--- config.mk ---
export PLATFORM = sky130hd
export DESIGN_NAME = spi_shift_engine
export DESIGN_NICKNAME = d
export VERILOG_FILES = /design/src/rtl/spi_pkg.sv /design/src/rtl/spi_shift_reg.sv /design/src/rtl/spi_shift_engine.sv
export SDC_FILE = /design/constraint.sdc
export NUM_CORES = 1
export LEC_CHECK = 0
export ABC_CLOCK_PERIOD_IN_PS = 1540
export CAP_MARGIN = 20
export CORE_ASPECT_RATIO = 0.9
export CORE_MARGIN = 1.5
export CORE_UTILIZATION = 48
export DETAILED_ROUTE_END_ITERATION = 10
export PLACE_DENSITY = 0.78
export SYNTH_ARGS = -nofsm -noshare
export SYNTH_HDL_FRONTEND = slang
export SYNTH_SLANG_ARGS = --single-unit
export TNS_END_PERCENT = 50
--- constraint.sdc ---
create_clock -name clk -period 1.54 [get_ports clk]
set_input_delay 0.308 -clock clk [delete_from_list [all_inputs] [get_ports clk]]
set_output_delay 0.308 -clock clk [all_outputs]
set_load 0.02 [all_outputs]
--- src/rtl/spi_pkg.sv ---
// spi_pkg: FSM state encoding and default word width shared by the SPI shift engine.
package spi_pkg;
  localparam int DATA_WIDTH_DEF = 8;
  typedef enum logic [1:0] {IDLE = 2'd0, LOAD = 2'd1, SHIFT = 2'd2, DONE = 2'd3} state_t;
endpackage

--- src/rtl/spi_shift_reg.sv ---
// spi_shift_reg: parallel-load, shift-left register with serial in and MSB serial out.
module spi_shift_reg #(
  parameter int W = 8
) (
  input  logic         clk,
  input  logic         rst,
  input  logic         load,
  input  logic [W-1:0] din,
  input  logic         shift,
  input  logic         sin,
  output logic [W-1:0] q,
  output logic         sout
);
  always_ff @(posedge clk or negedge rst)
    if (!rst) q <= '0;
    else if (load) q <= din;
    else if (shift) q <= {q[W-2:0], sin};
  assign sout = q[W-1];
endmodule

--- src/rtl/spi_shift_engine.sv ---
// spi_shift_engine: SPI master data path; shifts a word out on o_mosi and in from i_miso,
// paced by externally generated leading/trailing clock edge pulses.
module spi_shift_engine
  import spi_pkg::*;
#(
  parameter int DATA_WIDTH = DATA_WIDTH_DEF
) (
  input  logic                  clk,
  input  logic                  rst,
  input  logic                  i_tx_valid,
  input  logic [DATA_WIDTH-1:0] i_tx_data,
  input  logic                  i_cpha,
  input  logic                  i_leading_edge,
  input  logic                  i_trailing_edge,
  input  logic                  i_miso,
  output logic                  o_mosi,
  output logic                  o_cs_n,
  output logic                  o_busy,
  output logic [DATA_WIDTH-1:0] o_rx_data,
  output logic                  o_rx_valid
);
  localparam int CW = $clog2(DATA_WIDTH) + 1;
  localparam logic [CW-1:0] LAST = CW'(DATA_WIDTH);
  state_t state;
  logic [CW-1:0] cnt;
  logic cpha_q, shifting, sample, tx_shift, tx_load;
  logic [DATA_WIDTH:0] tx_din, tx_q_unused;
  logic [DATA_WIDTH-1:0] rx_q;
  logic rx_msb_unused;
  // tx is one bit wider: CPHA=1 preloads a 0 so the first leading edge exposes the MSB
  assign shifting = state == SHIFT && cnt != LAST;
  assign sample   = shifting && (cpha_q ? i_trailing_edge : i_leading_edge);
  assign tx_shift = shifting && (cpha_q ? i_leading_edge : i_trailing_edge);
  assign tx_load  = state == LOAD || state == DONE;
  assign tx_din   = state == LOAD ? (i_cpha ? {1'b0, i_tx_data} : {i_tx_data, 1'b0}) : '0;
  spi_shift_reg #(.W(DATA_WIDTH + 1)) u_tx (
    .clk(clk), .rst(rst), .load(tx_load), .din(tx_din), .shift(tx_shift), .sin(1'b0),
    .q(tx_q_unused), .sout(o_mosi)
  );
  spi_shift_reg #(.W(DATA_WIDTH)) u_rx (
    .clk(clk), .rst(rst), .load(state == LOAD), .din('0), .shift(sample), .sin(i_miso),
    .q(rx_q), .sout(rx_msb_unused)
  );
  always_ff @(posedge clk or negedge rst)
    if (!rst) begin
      state      <= IDLE;
      cnt        <= '0;
      cpha_q     <= 1'b0;
      o_cs_n     <= 1'b1;
      o_busy     <= 1'b0;
      o_rx_valid <= 1'b0;
      o_rx_data  <= '0;
    end else begin
      o_rx_valid <= 1'b0;
      case (state)
        IDLE:
          if (i_tx_valid) begin
            state  <= LOAD;
            o_cs_n <= 1'b0;
            o_busy <= 1'b1;
          end
        LOAD: begin
          state  <= SHIFT;
          cpha_q <= i_cpha;
          cnt    <= '0;
        end
        SHIFT:
          if (cnt == LAST) begin
            state      <= DONE;
            o_cs_n     <= 1'b1;
            o_rx_valid <= 1'b1;
            o_rx_data  <= rx_q;
          end else if (sample) cnt <= cnt + 1'b1;
        DONE: begin
          state  <= IDLE;
          o_busy <= 1'b0;
        end
      endcase
    end
endmodule

# --- After elaboration in Yosys (flattened, before gate mapping) ---
# Index checks and enable logic that the tools add are counted.
word_totals:
  reg_bits: 35
op_classes:
  addsub: 1
  n_eq_ne: 9
  mux: 21
  reduce_logical: 15
ops:
  columns: ["cell", "count"]
  rows:
  - ["two-way mux 9 bit", 4]
  - ["two-way mux 8 bit", 2]
  - ["nonzero test 2 bit", 5]
  - ["two-way mux 4 bit", 2]
  - ["case mux 2 bit (4 select lines)", 1]
  - ["case mux 4 bit (2 select lines)", 1]
  - ["two-way mux 1 bit", 7]
  - ["!= test 2 bit, second input constant", 3]
  - ["AND reduction 2 bit", 3]
  - ["AND reduction 3 bit", 2]
  - ["adder 4 x 1 -> 4 bit, second input constant", 1]
  - ["equality test 2 bit, second input constant", 2]
  - ["equality test 4 bit, second input constant", 1]
  - ["two-way mux 2 bit", 2]
  - ["!= test 4 bit, second input constant", 1]
  - ["case mux 1 bit (2 select lines)", 2]
  - ["logical AND 1 bit", 3]
  - ["equality test 2 x 1 -> 1 bit, second input constant", 1]
  - ["zero test 2 bit", 1]
  - ["!= test 2 x 1 -> 1 bit, second input constant", 1]
  - ["logical OR 1 bit", 1]

# --- Longest topological paths before layout ---
logic_depth:
  ltp_word: 6
  depth_mapped: 6

# --- Modules after synthesis ---
# A second synthesis with hierarchy kept.
unflattened:
  hier_cells: 186
  area_unflattened_um2: 1874.3
modules_own_cells:
  columns: ["module", "instances", "cells_per_inst", "area_per_inst_um2"]
  rows:
  - ["spi_shift_engine", 1, 111, 1054.8]
  - ["spi_shift_reg (u_tx)", 1, 40, 439.2]
  - ["spi_shift_reg (u_rx)", 1, 35, 380.4]

# --- Worst setup path before layout ---
# No wires, ideal clock.
synth_path:
  path_kind: "register to register"
  start: "register cnt[0]"
  end: "register cnt[0]"
  setup_ns: 0.126
  t_arrival_ns: 1.425
  slack_ns: -0.011
  stages_incl_launch_ff: 7
  path_buffers: 1
  synth_period_minus_slack_ns: 1.551
  cell_sequence: "dfrtp_1 > inv_1 > ha_1 > and3b_4 > or3_1 > buf_2 > mux2i_1"
synth_between:
  elab_chain_len: 5
  elab_cells_between_ends: 11
  classes_between: "add/sub: 1; eq/ne: 4; mux: 3; reduce/logical: 3"
synth_rtl:
  columns: ["element", "line", "rtl"]
  rows:
  - ["start: declaration", "spi_shift_engine.sv:25", "logic [CW-1:0] cnt;"]
  - ["start signal: assignment", "spi_shift_engine.sv:73", "end else if (sample) cnt <= cnt + 1'b1;"]
  - ["parallel branches: the longest is 5 deep, another holds adder 4 x 1 -> 4 bit", null, null]
# Parallel ways; which one is timed is not known. The select of a mux whose other input is x is not followed.
# A chain may end at the register's enable or synchronous reset.

# --- Worst setup path after layout ---
layout_path:
  start: "register o_rx_valid"
  end: "output port o_rx_valid"
layout_lines:
  columns: ["element", "line", "rtl"]
  rows:
  - ["start: declaration", "spi_shift_engine.sv:20", "output logic o_rx_valid"]
  - ["start signal: assignment", "spi_shift_engine.sv:51", "o_rx_valid <= 1'b0;"]
  - ["start signal: assignment", "spi_shift_engine.sv:54", "o_rx_valid <= 1'b0;"]
  - ["start signal: assignment", "spi_shift_engine.sv:71", "o_rx_valid <= 1'b1;"]
# No word-level cell between the ends.

==> impl_results.md <==
- Outcome: finished clean
- Port Buf Inserts: 26
- Leak Pwr: 0.00114 uW
- Syn Inst Count: about 140
- Tot GR Track Use: 0.203
- Setup slack, reg-to-reg: 0.04 ns
- GRT overflow: 0
- RSZ-0062 raised after global routing: yes
- CTS Hold Bufs: 0
- Area grow syn2layout: 37.2%
- Largest fanout on the critical path: 1
- Yosys warning total: 0
- Async set-reset flop share out of synthesis: 1.00
- Post-route cell area: approximately 0.0024 sq mm
- Initial antenna violation count: 0
- CP peak stage delay: just under 0.6 ns
- Buf/Inv on CP: 1
- Routed wire length: between 3000 and 4000 um
- Vias: between 1k and 1.5k
- Post-synth cell types: 35
- Worst Skew: approximately 0.0054 ns
- Crit. End Element: output pin
- Mean Syn Cell Area: about 12 sq um
- Final Util: 0.695
- Chip Width: 66.4 um
- Clock root buffer: clkbuf_8
- Row cnt: 20
- Startpoint types: flip-flop
- Sw Ratio: 0.366
- Post-synth top cells: dfrtp_1, mux2_2, mux2i_1
- Slew HR: 0.694
- Seq cells post-synth: 35
- Leading area contributor after synthesis: dfrtp_1
- Starting Density: 0.506
- CP delay by family, top: buffers and inverters
- Final hold violations: 0
- P_sw: roughly 1600 uW
- Initial DRC Count: 50
- Fin crit period: 1.50 ns
- Max Cap Violations: 0
- Crit-path cells: clkdlybuf4s50_1
- Final nets: ~210
- Syn_nets: 165
- Slowest-stage cell, CP: clkdlybuf4s50_1
- Class of the worst hold path: primary input to async pin
- Antenna Nets Post-Route: 0
- R2R cell count: 6
- GP Congestion: 0.833
- # diodes: 0
- Die ar.: around 0.004 sq mm
- Post-DR vias/cell: roughly 5.6
- Number of synthesized flops with an enable pin: 0
- WS Path Type: flip-flop to output pin
- Number of global-route vias before repair: 1291
- Fmax: 666 MHz
- Post-DP Area: approximately 0.0022 sq mm
- DRT Pass-1 Iters: 4
- Comb pwr share: 0.502
- Sequential-to-total area share from yosys stat: 0.505
- Post-synthesis cell area: 0.00174 sq mm
- Final period util: 0.976
- Largest net degree at the start of global routing: 19
- CP Depth: 1
- Dpl hpwl: between 2000 and 3000 um
- # IOs: 27
- R2R Path Start: cnt[1]
- Setup TNS: 0 ns
- DP Cell Count: 225
- Clock Latency Late Sink: 0.29 ns
- Clock Path Buffers: 2
- Top cell type's share of synthesized area: 0.490
- Post-synth top flop: dfrtp_1
- Total clock buffers created by CTS: 5
- R2R Path End: o_rx_data[0]
- Reg clk slew, reported paths: about 0.070 ns
- Global-route wire length before repair: between 5000 and 6000 um
- Drc violations: 0
- Reg power frac: 0.336
- Non-Filler Instances: between 200 and 250
- Req. time, crit path: 1.23 ns
- Design Power: 4470 uW
- TritonCTS clock tree: done
- VDD IR max: 957 uV
- Ratio of cells with drive above 1 in the final layout: 0.340
- Chip height: approximately 60 um
- Max Slew Vio Count: 0
- DR WL/cell: about 16 um
- Core area: about 0.0034 sq mm
- Finish-stage setup viols: 0
- H-tree depth: 2
- Critical path arrival: roughly 1.2 ns
- PD cells: between 1500 and 2000 mW/mm^2
- Area contributors post-synth: dfrtp_1, mux2_2, mux2i_1
- Share of total power in the clock network: 0.162
- Slew @ Worst Pin: about 0.45 ns
- # clock sinks: 35
- Most frequent cell after synthesis: dfrtp_1
- Internal power: around 2800 uW
-- logic make-up (layout without fill, tap and decap cells) --
group                    after synthesis  count (layout)  share of synthesized area
AO/OA/AOI/OAI                         26              26                      0.116
adder cells (fa/ha/maj)                6               6                     0.0433
buffers and inverters                 14              64                     0.0310
flip-flops                            35              35                      0.505
multiplexers                          30              30                      0.186
AND/OR/NAND/NOR                       33              33                      0.118
-- worst reg2reg max path, cell delays in order (launching register included) --
cell and delay [ns]:
dfrtp_1 0.38, inv_1 0.06, ha_2 0.20, and3b_4 0.24
nand2_2 0.08, buf_12 0.14, mux2_2 0.27
-- per-layer routing --
layer | share of wire | track usage | vias up
met4 | 0.030 | 0.131 | 0
met2 | 0.48 | 0.299 | 25
met1 | 0.46 | 0.266 | 671
met5 | 0 | 0 | -
li1 | - | - | 624
met3 | 0.031 | 0.0565 | 12
-- what timing repair did --
| action | 4_1_cts | 5_1_grt |
|---|---|---|
| endpoints found under the setup margin | 28 | 29 |
| gates resized for setup | 15 | 15 |
| pin swaps | 2 | 3 |
| buffers inserted | 1 | 4 |
-- layout make-up --
| type | count | area [sq um] |
|---|---|---|
| Sequential cell | 35 | 877 |
| Clock buffer | 8 | 100 |
| Tap cell | 44 | 55.1 |
| Timing Repair Buffer | 47 | 439 |
| Inverter | 9 | 33.8 |
| Multi-Input combinational cell | 95 | 876 |
| Fill cell | 257 | 1050 |
-- flip-flops by register name, indices dropped and copies added (netlist names) --
signal / count
cnt: 4
u_tx.q: 9
state: 2
o_rx_valid: 1
cpha_q: 1
o_rx_data: 8
o_cs_n: 1
o_busy: 1
u_rx.q: 8
-- how the worst max path moves through the flow --
stage                         start          to  slack, ns
floorplan                    cnt[0]      cnt[0]       0.02
global placement    i_trailing_edge   u_rx.q[5]      -0.20
detailed placement  i_trailing_edge      cnt[1]      -0.31
CTS                        state[0]   u_rx.q[6]      0.003
global route                 cnt[1]   u_tx.q[6]      -0.02
finish                   o_rx_valid  o_rx_valid       0.04
-- per-stage QoR --
stage	hold slack, ns	worst slack [ns]
finish	0.374	0.0375
global placement	0.486	-0.196
CTS	0.369	0.00304
global route	0.392	-0.0214
floorplan	0.0124	0.0159
detailed placement	0.497	-0.309
-- power groups by stage --
stage | combinational [uW] | clock, uW | sequential, uW
floorplan | 1150 | 0 | 1580
global placement | 1880 | 0 | 1470
detailed placement | 1980 | 0 | 1500
CTS | 1950 | 740 | 1480
global route | 2420 | 772 | 1540
finish | 2240 | 725 | 1500
-- cell usage in the layout, fill, tap and decap left out, drive strengths merged, types with 2 or more instances in the layout --
master,instances
a21oi,2
a22oi,7
a2bb2oi,8
buf,21
clkbuf,8
clkdlybuf4s50,14
dfrtp,34
dlygate4sd2,11
ha,6
inv,9
mux2,18
mux2i,12
nand2,6
nand2b,10
nand3,3
nor2,3
nor3,2
o211ai,2
No activity file was read; power rests on OpenSTA's default activity.
